==> config.mk <==
export PLATFORM = sky130hd
export DESIGN_NAME = vga_sync_gen
export DESIGN_NICKNAME = d
export VERILOG_FILES = /design/src/rtl/vga_sync_gen.sv
export SDC_FILE = /design/constraint.sdc
export NUM_CORES = 1
export LEC_CHECK = 0
export CORE_AREA = 4 4 71 53
export DETAILED_ROUTE_END_ITERATION = 8
export DIE_AREA = 0 0 75 57
export HOLD_SLACK_MARGIN = 0.02
export PLACE_DENSITY = 0.74
export SLEW_MARGIN = 20
export SYNTH_ARGS = -nofsm -noshare
export SYNTH_HDL_FRONTEND = slang
export SYNTH_SLANG_ARGS = --single-unit
==> constraint.sdc <==
create_clock -name clk -period 1.85 [get_ports clk]
set_input_delay 0.37 -clock clk [delete_from_list [all_inputs] [get_ports clk]]
set_output_delay 0.37 -clock clk [all_outputs]
set_load 0.03 [all_outputs]
==> src/rtl/vga_sync_gen.sv <==
// VGA 640x480@60 timing generator and registered pixel output stage.
// Define VGA_CLKDIV2_EN to run pixels at clk/2 (50 MHz board clock); otherwise one pixel per clk.
module vga_sync_gen #(
  parameter int unsigned H_VISIBLE = 640,
  parameter int unsigned H_FRONT   = 16,
  parameter int unsigned H_SYNC    = 96,
  parameter int unsigned H_BACK    = 48,
  parameter int unsigned V_VISIBLE = 480,
  parameter int unsigned V_FRONT   = 10,
  parameter int unsigned V_SYNC    = 2,
  parameter int unsigned V_BACK    = 33
) (
  input  logic       clk,
  input  logic       rst,
  input  logic [2:0] color,
  output logic [9:0] x,
  output logic [9:0] y,
  output logic       vsync,
  output logic       hsync,
  output logic [2:0] rgb,
  output logic       video_on,
  output logic       pixel_tick,
  output logic       frame_start
);

  localparam int unsigned H_TOTAL = H_VISIBLE + H_FRONT + H_SYNC + H_BACK;
  localparam int unsigned V_TOTAL = V_VISIBLE + V_FRONT + V_SYNC + V_BACK;

  localparam logic [9:0] H_LAST    = 10'(H_TOTAL - 1);
  localparam logic [9:0] V_LAST    = 10'(V_TOTAL - 1);
  localparam logic [9:0] H_SYNC_LO = 10'(H_VISIBLE + H_FRONT);
  localparam logic [9:0] H_SYNC_HI = 10'(H_VISIBLE + H_FRONT + H_SYNC);
  localparam logic [9:0] V_SYNC_LO = 10'(V_VISIBLE + V_FRONT);
  localparam logic [9:0] V_SYNC_HI = 10'(V_VISIBLE + V_FRONT + V_SYNC);

  logic hsync_win;
  logic vsync_win;

`ifdef VGA_CLKDIV2_EN
  logic phase;

  // Phase 0 is a tick, so the first clk after reset release advances the scan.
  always_ff @(posedge clk or negedge rst) begin
    if (!rst) phase <= 1'b0;
    else      phase <= ~phase;
  end

  assign pixel_tick = ~phase;
`else
  assign pixel_tick = 1'b1;
`endif

  assign video_on  = (x < 10'(H_VISIBLE)) && (y < 10'(V_VISIBLE));
  assign hsync_win = (x >= H_SYNC_LO) && (x < H_SYNC_HI);
  assign vsync_win = (y >= V_SYNC_LO) && (y < V_SYNC_HI);

  always_ff @(posedge clk or negedge rst) begin
    if (!rst) begin
      x           <= '0;
      y           <= '0;
      frame_start <= 1'b0;
    end else begin
      frame_start <= 1'b0;
      if (pixel_tick) begin
        if (x == H_LAST) begin
          x <= '0;
          if (y == V_LAST) begin
            y           <= '0;
            frame_start <= 1'b1;
          end else begin
            y <= y + 10'd1;
          end
        end else begin
          x <= x + 10'd1;
        end
      end
    end
  end

  // Pins are decoded from the pre-advance counters, so they trail x/y by one pixel.
  always_ff @(posedge clk or negedge rst) begin
    if (!rst) begin
      hsync <= 1'b1;
      vsync <= 1'b1;
      rgb   <= '0;
    end else if (pixel_tick) begin
      hsync <= ~hsync_win;
      vsync <= ~vsync_win;
      rgb   <= video_on ? color : 3'b000;
    end
  end

endmodule

Word level (Yosys, flattened, before mapping)
Index checks and enable logic that the tools add are counted.

cells by class
  add/sub/neg operators = 2
  magnitude comparators = 6
  eq/ne operators = 2
  muxes and demuxes = 5
  bitwise gates (word level) = 2
  reduce and logical (&&, ||, !) cells = 3

operators by type and width
  cell                                                   number
  adder 10 x 1 -> 10 bit (second input constant)         2
  equality test 10 bit (second input constant)           2
  < comparator 10 bit (second input constant)            2
  < comparator 10 x 9 -> 1 bit (second input constant)   2
  2-to-1 mux 10 bit                                      2
  >= comparator 10 bit (second input constant)           1
  >= comparator 10 x 9 -> 1 bit (second input constant)  1
  logical AND 1 bit                                      3
  2-to-1 mux 3 bit                                       1
  2-to-1 mux 1 bit                                       2
  inverter 1 bit                                         2

word-level totals
  register bits after elaboration = 26
  bits of input ports = 5
  output and inout port bits = 28
  logic and storage cells = 26

Depth between registers and ports, before layout
Gate-level depths: netlist (run 1).

  word-level depth = 3
  depth in mapped cells = 6
  gate-level depth less buffers = 6

Worst setup path before layout (run 1)
Ideal clock, no wire load.

  path type = register to register
  start point = reg x[0]
  end point = reg y[3]
  setup time = 0.073 ns
  arrival time = 2.089 ns
  required time = 1.777 ns
  setup slack = -0.312 ns
  cell stages (with the launch flop) = 6
  buffers on the path = 0
  clock period less this slack = 2.162 ns
  cell sequence = dfrtp_1 ha_1 nand4_2 or4_4 or3_1 a21oi_2

between the ends
  word-level cells in the longest chain between the ends = 1

RTL lines
  element                 RTL line  text
  from (decl)             16        output logic [9:0] x,
  from (signal assigned)  74        x <= x + 10'd1;
  equality test 10 bit    65        if (x == H_LAST) begin
  to (signal assigned)    71        y <= y + 10'd1;
  to (decl)               17        output logic [9:0] y,

No other way between the ends.
A chain may end at the register's enable or synchronous reset.

Worst setup path in the final report (run 1)
  start point = reg x[6]
  end point = out x[6]

No word-level cell between the ends.

==> results of run 1 <==
-- routing by layer --
layer / share of wire (%) / vias up / track usage [%]
met3: 5.7 / 2 / 4.40
met2: 46 / 36 / 18.5
met1: 48 / 512 / 21.2
met5: 0 / - / 0
li1: - / 522 / -
met4: 0.65 / 0 / 4.06
-- area by class of cell --
type / instances / area [um2] / share of cell area (%)
Timing Repair Buffer: 41 / 400 / 22.1
Multi-Input combinational cell: 90 / 614 / 33.9
Tap cell: 38 / 47.5 / 2.62
Sequential cell: 26 / 663 / 36.6
Clock inverter: 1 / 30.0 / 1.66
Inverter: 4 / 15.0 / 0.829
Clock buffer: 3 / 41.3 / 2.28
-- state kept, by name (all words and copies together) (netlist names) --
signal / count
x: 10
y: 10
rgb: 3
frame_start: 1
hsync: 1
vsync: 1
-- cells in the final DEF, fill, tap and decap left out, types with 3 or more instances in the layout --
cell type | synthesis | layout
nand2_1 | 9 | 9
nand4_1 | 4 | 4
clkdlybuf4s50_1 | 0 | 17
dfrtp_2 | 0 | 8
xnor2_1 | 7 | 7
ha_1 | 4 | 3
nor2_1 | 13 | 12
clkbuf_8 | 0 | 3
nand3_1 | 10 | 10
dfrtp_1 | 24 | 16
o21ai_0 | 5 | 5
dlymetal6s2s_1 | 0 | 9
dlygate4sd2_1 | 0 | 4
and2_1 | 3 | 3
inv_1 | 4 | 4
buf_4 | 1 | 11
xor2_1 | 5 | 5
nor3_1 | 5 | 5
-- synthesized netlist by cell type, types with 2 or more instances --
master | number | share of area [%]
dfrtp_1 | 24 | 46
nor2_1 | 13 | 3.8
nand3_1 | 10 | 3.9
nand2_1 | 9 | 2.6
xnor2_1 | 7 | 4.7
nor3_1 | 5 | 1.9
o21ai_0 | 5 | 1.9
xor2_1 | 5 | 3.4
ha_1 | 4 | 3.9
inv_1 | 4 | 1.2
nand4_1 | 4 | 1.9
nor4_1 | 4 | 1.9
and2_1 | 3 | 1.5
clkbuf_1 | 3 | 0.87
buf_2 | 2 | 0.77
buf_6 | 2 | 1.7
dfstp_2 | 2 | 4.1
nand4b_1 | 2 | 1.4
nor3b_1 | 2 | 1.2
or3_1 | 2 | 0.97
-- final timing paths --
check                           from  endpoint
worst max-delay path            x[6]      x[6]
min in group clk                y[8]      y[8]
worst min register to register  y[8]      y[8]
max in group asynchronous        rst     vsync
worst min-delay path             rst      y[7]
worst max register to register  x[7]      y[9]
-- cell families after synthesis --
group	share of synthesized area, %
AND/OR/NAND/NOR	26.6
XOR/XNOR	8.12
buffers and inverters	5.13
flip-flops	50.5
AO/OA/AOI/OAI	5.51
adder cells (fa/ha/maj)	3.87
other	0.290
-- metrics by stage --
stage	total power [mW]	utilization [%]	cell area (um2)	setup TNS, ns
after floorplan	0.597	-	1340	-0.0428
after global placement	0.622	54.6	1680	0
after detailed placement	0.623	54.6	1680	0
after CTS	1.09	56.8	1750	0
after global routing	1.12	58.7	1810	-0.0132
final	1.08	58.7	1810	0
-- worst max-delay path, stage by stage, from the launching register on --
cell             delay, ns
dfrtp_2               0.36
buf_4                 0.14
clkdlybuf4s50_1       0.67
-- power groups by stage --
stage / combinational [mW] / sequential, mW / clock (mW)
floorplan: 0.00636 / 0.590 / 0
detailed placement: 0.0403 / 0.583 / 0
CTS: 0.0404 / 0.572 / 0.481
global placement: 0.0393 / 0.583 / 0
finish: 0.0388 / 0.572 / 0.469
global route: 0.0428 / 0.573 / 0.505
-- timing repair --
item,in CTS,in global routing
cloned,0,0
gates resized for setup,4,13
hold buffers,0,0
endpoints found under the setup margin,4,13
pin swaps,0,2
hold endpoints to repair,0,0
setup buffers,0,3
==> run metrics, run 1 <==
async set-or-reset flop fraction in the synthesized netlist 100%; DRT iter0 DRCs 56; final weighted congestion in routability-driven placement 0.897; IO Pins 33; wire length of the first global-routing pass 4620 um; required time of the critical path 1.48 ns; Gate power share 3.6%; first drt pass iteration count 4; Switching Share between 10% and 20%; sequential-to-total area share from yosys stat 50.5%; commonest register cell after synthesis dfrtp_1; net count after synthesis 137; total of endpoints with negative setup slack in the final report 0; achievable frequency between 500 and 600 MHz; kind of start point of the critical path flop; Global Route Usage Sum 13.9%; Synth Area per Inst 10.1 um2; total number of vias 1,072; number of antenna violations at the first check in global routing 0; critical setup path kind reg -> out; Synth cell types 36; placement row count 17; sequential group share of total power 53.0%; fill cell instance count of the final layout 256; Post-synth EDFFs 0; number of synthesized register bits 26; Die Y-Extent 57 um; TritonCTS clock tree built; Post-Route Skew ~0.0039 ns; maximum number of pins on one net before global-route repair 27; placed instance count 196; sum of overflow across all layers after global routing 0; number of antenna diodes 0; number of global-route vias before repair 993; number of CTS-inserted buffers 3; clock sink count 26; worst reg2reg path depth 4; Setup WS pre-CTS 0.0669 ns; DP HPWL 2060 um; net count reported at finish 175; critical-path maximum fanout 7; class of the worst hold path in -> async; DRC errors left 0; CP arrival 1.43 ns; number of hold violations in the final report 0; chip width about 75 um; Area growth syn-to-layout 40.0%; Synthesis Warnings 0; cell leakage power about 0.85 nW; status completed; DIE AREA ~0.0043 mm2; Mapped Area 0.00129 mm2; Gate Count Post-Synth between 100 and 150; average wire per standard cell approximately 14 um; Finished Layout Cells 203; Initial Utilization 41.9%; worst hold slack across all endpoints 0.458 ns; shortest period the worst path allows about 1.8 ns; number of buffers on the longest clock path 2; number of max-cap violations 0; area inside the core boundary 0.00308 mm2; Buffers on Ports 31; setup slack of the most critical reg-to-reg path 0.08 ns; Clock Tree Root clkbuf_8; worst setup slack after layout 0.0482 ns; Switch Pwr 0.203 mW; clock-pin slew on the worst setup and hold paths around 0.090 ns; power share of the clock group about 43%; count of nets left with antenna violations after detail routing 0; cell internal pwr 0.876 mW; post-route fraction of the period consumed by the critical path 97.4%; number of H-tree levels 1; crit end category output pin; total wirelength of the detailed-routed design 2910 um; Skew-Pair Late Insertion Delay around 0.27 ns; Final Max Tran Viols 0; ratio of total power to cell area about 600 mW/mm2; maximum VDD drop between 0.0004 and 0.0005 V; proportion of layout cells with a drive suffix above 1 roughly a fifth; via/cell ratio 5.28
Power figures use the tool's default switching activity.
==> run 2, diff against run 1 <==
--- a/config.mk
+++ b/config.mk
@@ -5,11 +5,11 @@
 export SDC_FILE = /design/constraint.sdc
 export NUM_CORES = 1
 export LEC_CHECK = 0
-export CORE_AREA = 4 4 71 53
+export CORE_AREA = 4 4 68 51
 export DETAILED_ROUTE_END_ITERATION = 8
-export DIE_AREA = 0 0 75 57
+export DIE_AREA = 0 0 72 55
 export HOLD_SLACK_MARGIN = 0.02
-export PLACE_DENSITY = 0.74
+export PLACE_DENSITY = 0.77
 export SLEW_MARGIN = 20
 export SYNTH_ARGS = -nofsm -noshare
 export SYNTH_HDL_FRONTEND = slang
==> constraint.sdc (replaced) <==
create_clock -name clk -period 2 [get_ports clk]
set_input_delay 0.4 -clock clk [delete_from_list [all_inputs] [get_ports clk]]
set_output_delay 0.4 -clock clk [all_outputs]
set_load 0.03 [all_outputs]
==> run 2 against run 1 <==
- flip-flop and latch count did not move
- register-to-register slack got worse by 0.03 ns
- count of clock-buffer cells in the layout rose by 1
- sequential power fell by 7.5%
- combinational power fell by 6.4%
- clock skew fell by 0.00090 ns
- sequential share of layout area rose by 1.1 points
- die area fell by 7.4%
- utilization rose by 4.4 points
- hold slack improved by 0.040 ns
- critical path type is now reg -> reg
==> run metrics, run 2 (same netlist as run 1, synthesis figures left out) <==
final weighted congestion in routability-driven placement between 0.9 and 1; Clock Tree Root clkbuf_8; critical-path maximum fanout 7; DRT iter0 DRCs 72; required time of the critical path roughly 2.2 ns; Hold-fix buffers, CTS 0; setup repair after global routing missed its margin false; kind of start point of the critical path flop; total number of vias 1,034; CP arrival 2.16 ns; Global Route Usage Sum 16.0%; Buffers on Ports 31; list of cells traversed by the critical path ha_4 > nand4_2 > or4_4 > or3_1 > a21oi_2; post-route fraction of the period consumed by the critical path 97.5%; clock sink count 26; clock-pin slew on the worst setup and hold paths 0.09 ns; ratio of total power to cell area 517 mW/mm2; count of nets left with antenna violations after detail routing 0; sum of overflow across all layers after global routing 0; critical setup path kind reg -> reg; post-layout power ~0.90 mW; number of antenna diodes 0; maximum VDD drop 0.000447 V; cell leakage power roughly 0.71 nW; DRC errors left 0; Relative slew margins 66.4%; Initial Utilization 46.8%; number of antenna violations at the first check in global routing 0; Setup Total Neg Slack 0 ns; proportion of layout cells with a drive suffix above 1 16.4%; Critical path buffers and inverters 0; first drt pass iteration count 4; highest-count cells in the layout ignoring fill and taps 30 x clkdlybuf4s50_1, 20 x dfrtp_1, 12 x nor2_1; crit end category flop; total wirelength of the detailed-routed design a little under 3000 um; Die Y-Extent 55 um; total of endpoints with negative setup slack in the final report 0; cell family with the largest share of critical-path delay simple AND/OR/NAND/NOR gates; DP HPWL 2060 um; Setup WS pre-CTS 0.105 ns; achievable frequency roughly 510 MHz; number of buffers on the longest clock path 2; Skew-Pair Late Insertion Delay 0.27 ns; DIE AREA 0.00396 mm2; average wire per standard cell 14.3 um; number of CTS-inserted buffers 3; number of hold violations in the final report 0; shortest period the worst path allows 1.95 ns; via/cell ratio 5.14; TritonCTS clock tree built; wire length of the first global-routing pass 4820 um; status completed; maximum number of pins on one net before global-route repair 27; chip width 72 um; Post-Route Skew ~0.0030 ns; net count reported at finish 175; area inside the core boundary approximately 0.0028 mm2; master of the slowest instance on the critical path or4_4; worst setup slack after layout 0.0498 ns; number of H-tree levels 1; most common library cell in the layout ignoring fill and taps clkdlybuf4s50_1; placement row count 16; number of max-cap violations 0; number of global-route vias before repair slightly below 1,000; Final Max Tran Viols 0; class of the worst hold path in -> async; largest stage delay on the critical path approximately 0.59 ns; transition time of the tightest slew-check pin around 0.50 ns; biggest registers after layout x: 10 flops, y: 10 flops, rgb: 3 flops; Area growth syn-to-layout 34.9%; IO Pins 33
run 2: cell types whose count changed in the layout (fill, tap and decap cells not counted), moves of 2 or more:
cell and delta:
dlygate4sd2_1 -4, nor4_2 -2, dfrtp_1 +4, dlymetal6s2s_1 -9
clkdlybuf4s50_1 +13, dfrtp_2 -4, nor4_1 +2
run 2: layout make-up:
| class | instances | area, um2 |
|---|---|---|
| Timing Repair Buffer | 41 | 383 |
| Clock buffer | 4 | 55.1 |
| Inverter | 4 | 15.0 |
| Fill cell | 230 | 1020 |
| Sequential cell | 26 | 658 |
| Multi-Input combinational cell | 90 | 589 |
| Tap cell | 36 | 45.0 |
run 2: routing by layer:
layer,vias to the layer above,wire length [um],GRT usage (%)
li1,518,-,-
met5,-,0,0
met2,28,1290,24.7
met4,0,19,4.06
met3,4,164,4.69
met1,484,1410,22.3
run 2: path summary, 6_finish.rpt:
check,startpoint,endpoint,slack (ns),cells after the start
setup / recovery,x[0],y[3],0.05,5
hold / removal,rst,x[6],0.50,2
setup reg to reg,x[0],y[3],0.05,5
hold reg to reg,y[8],y[8],0.54,1
max in group asynchronous,rst,vsync,1.21,2
min in group clk,y[8],y[8],0.54,1
run 2: worst register-to-register path: stages, from the launching register on:
cell     delay, ns
dfrtp_2       0.43
ha_4          0.17
nand4_2       0.19
or4_4         0.59
or3_1         0.36
a21oi_2       0.15
run 2: report_power, final:
part	switching, mW	internal, mW
clock	0.160	0.176
sequential	0.000661	0.528
combinational	0.0217	0.0146
total	0.183	0.719
run 2: per-stage QoR:
step	area (um2)	utilization [%]	hold slack (ns)	cells
finish	1750	63.2	0.498	201
global route	1750	63.2	0.520	201
CTS	1730	62.5	0.506	199
detailed placement	1670	60.6	0.520	195
global placement	1670	60.6	0.499	195
floorplan	1320	-	0.104	128
run 2: repair_timing:
item	in CTS	in global routing
setup endpoints to repair	0	2
resized for setup	0	1
setup buffers	0	2
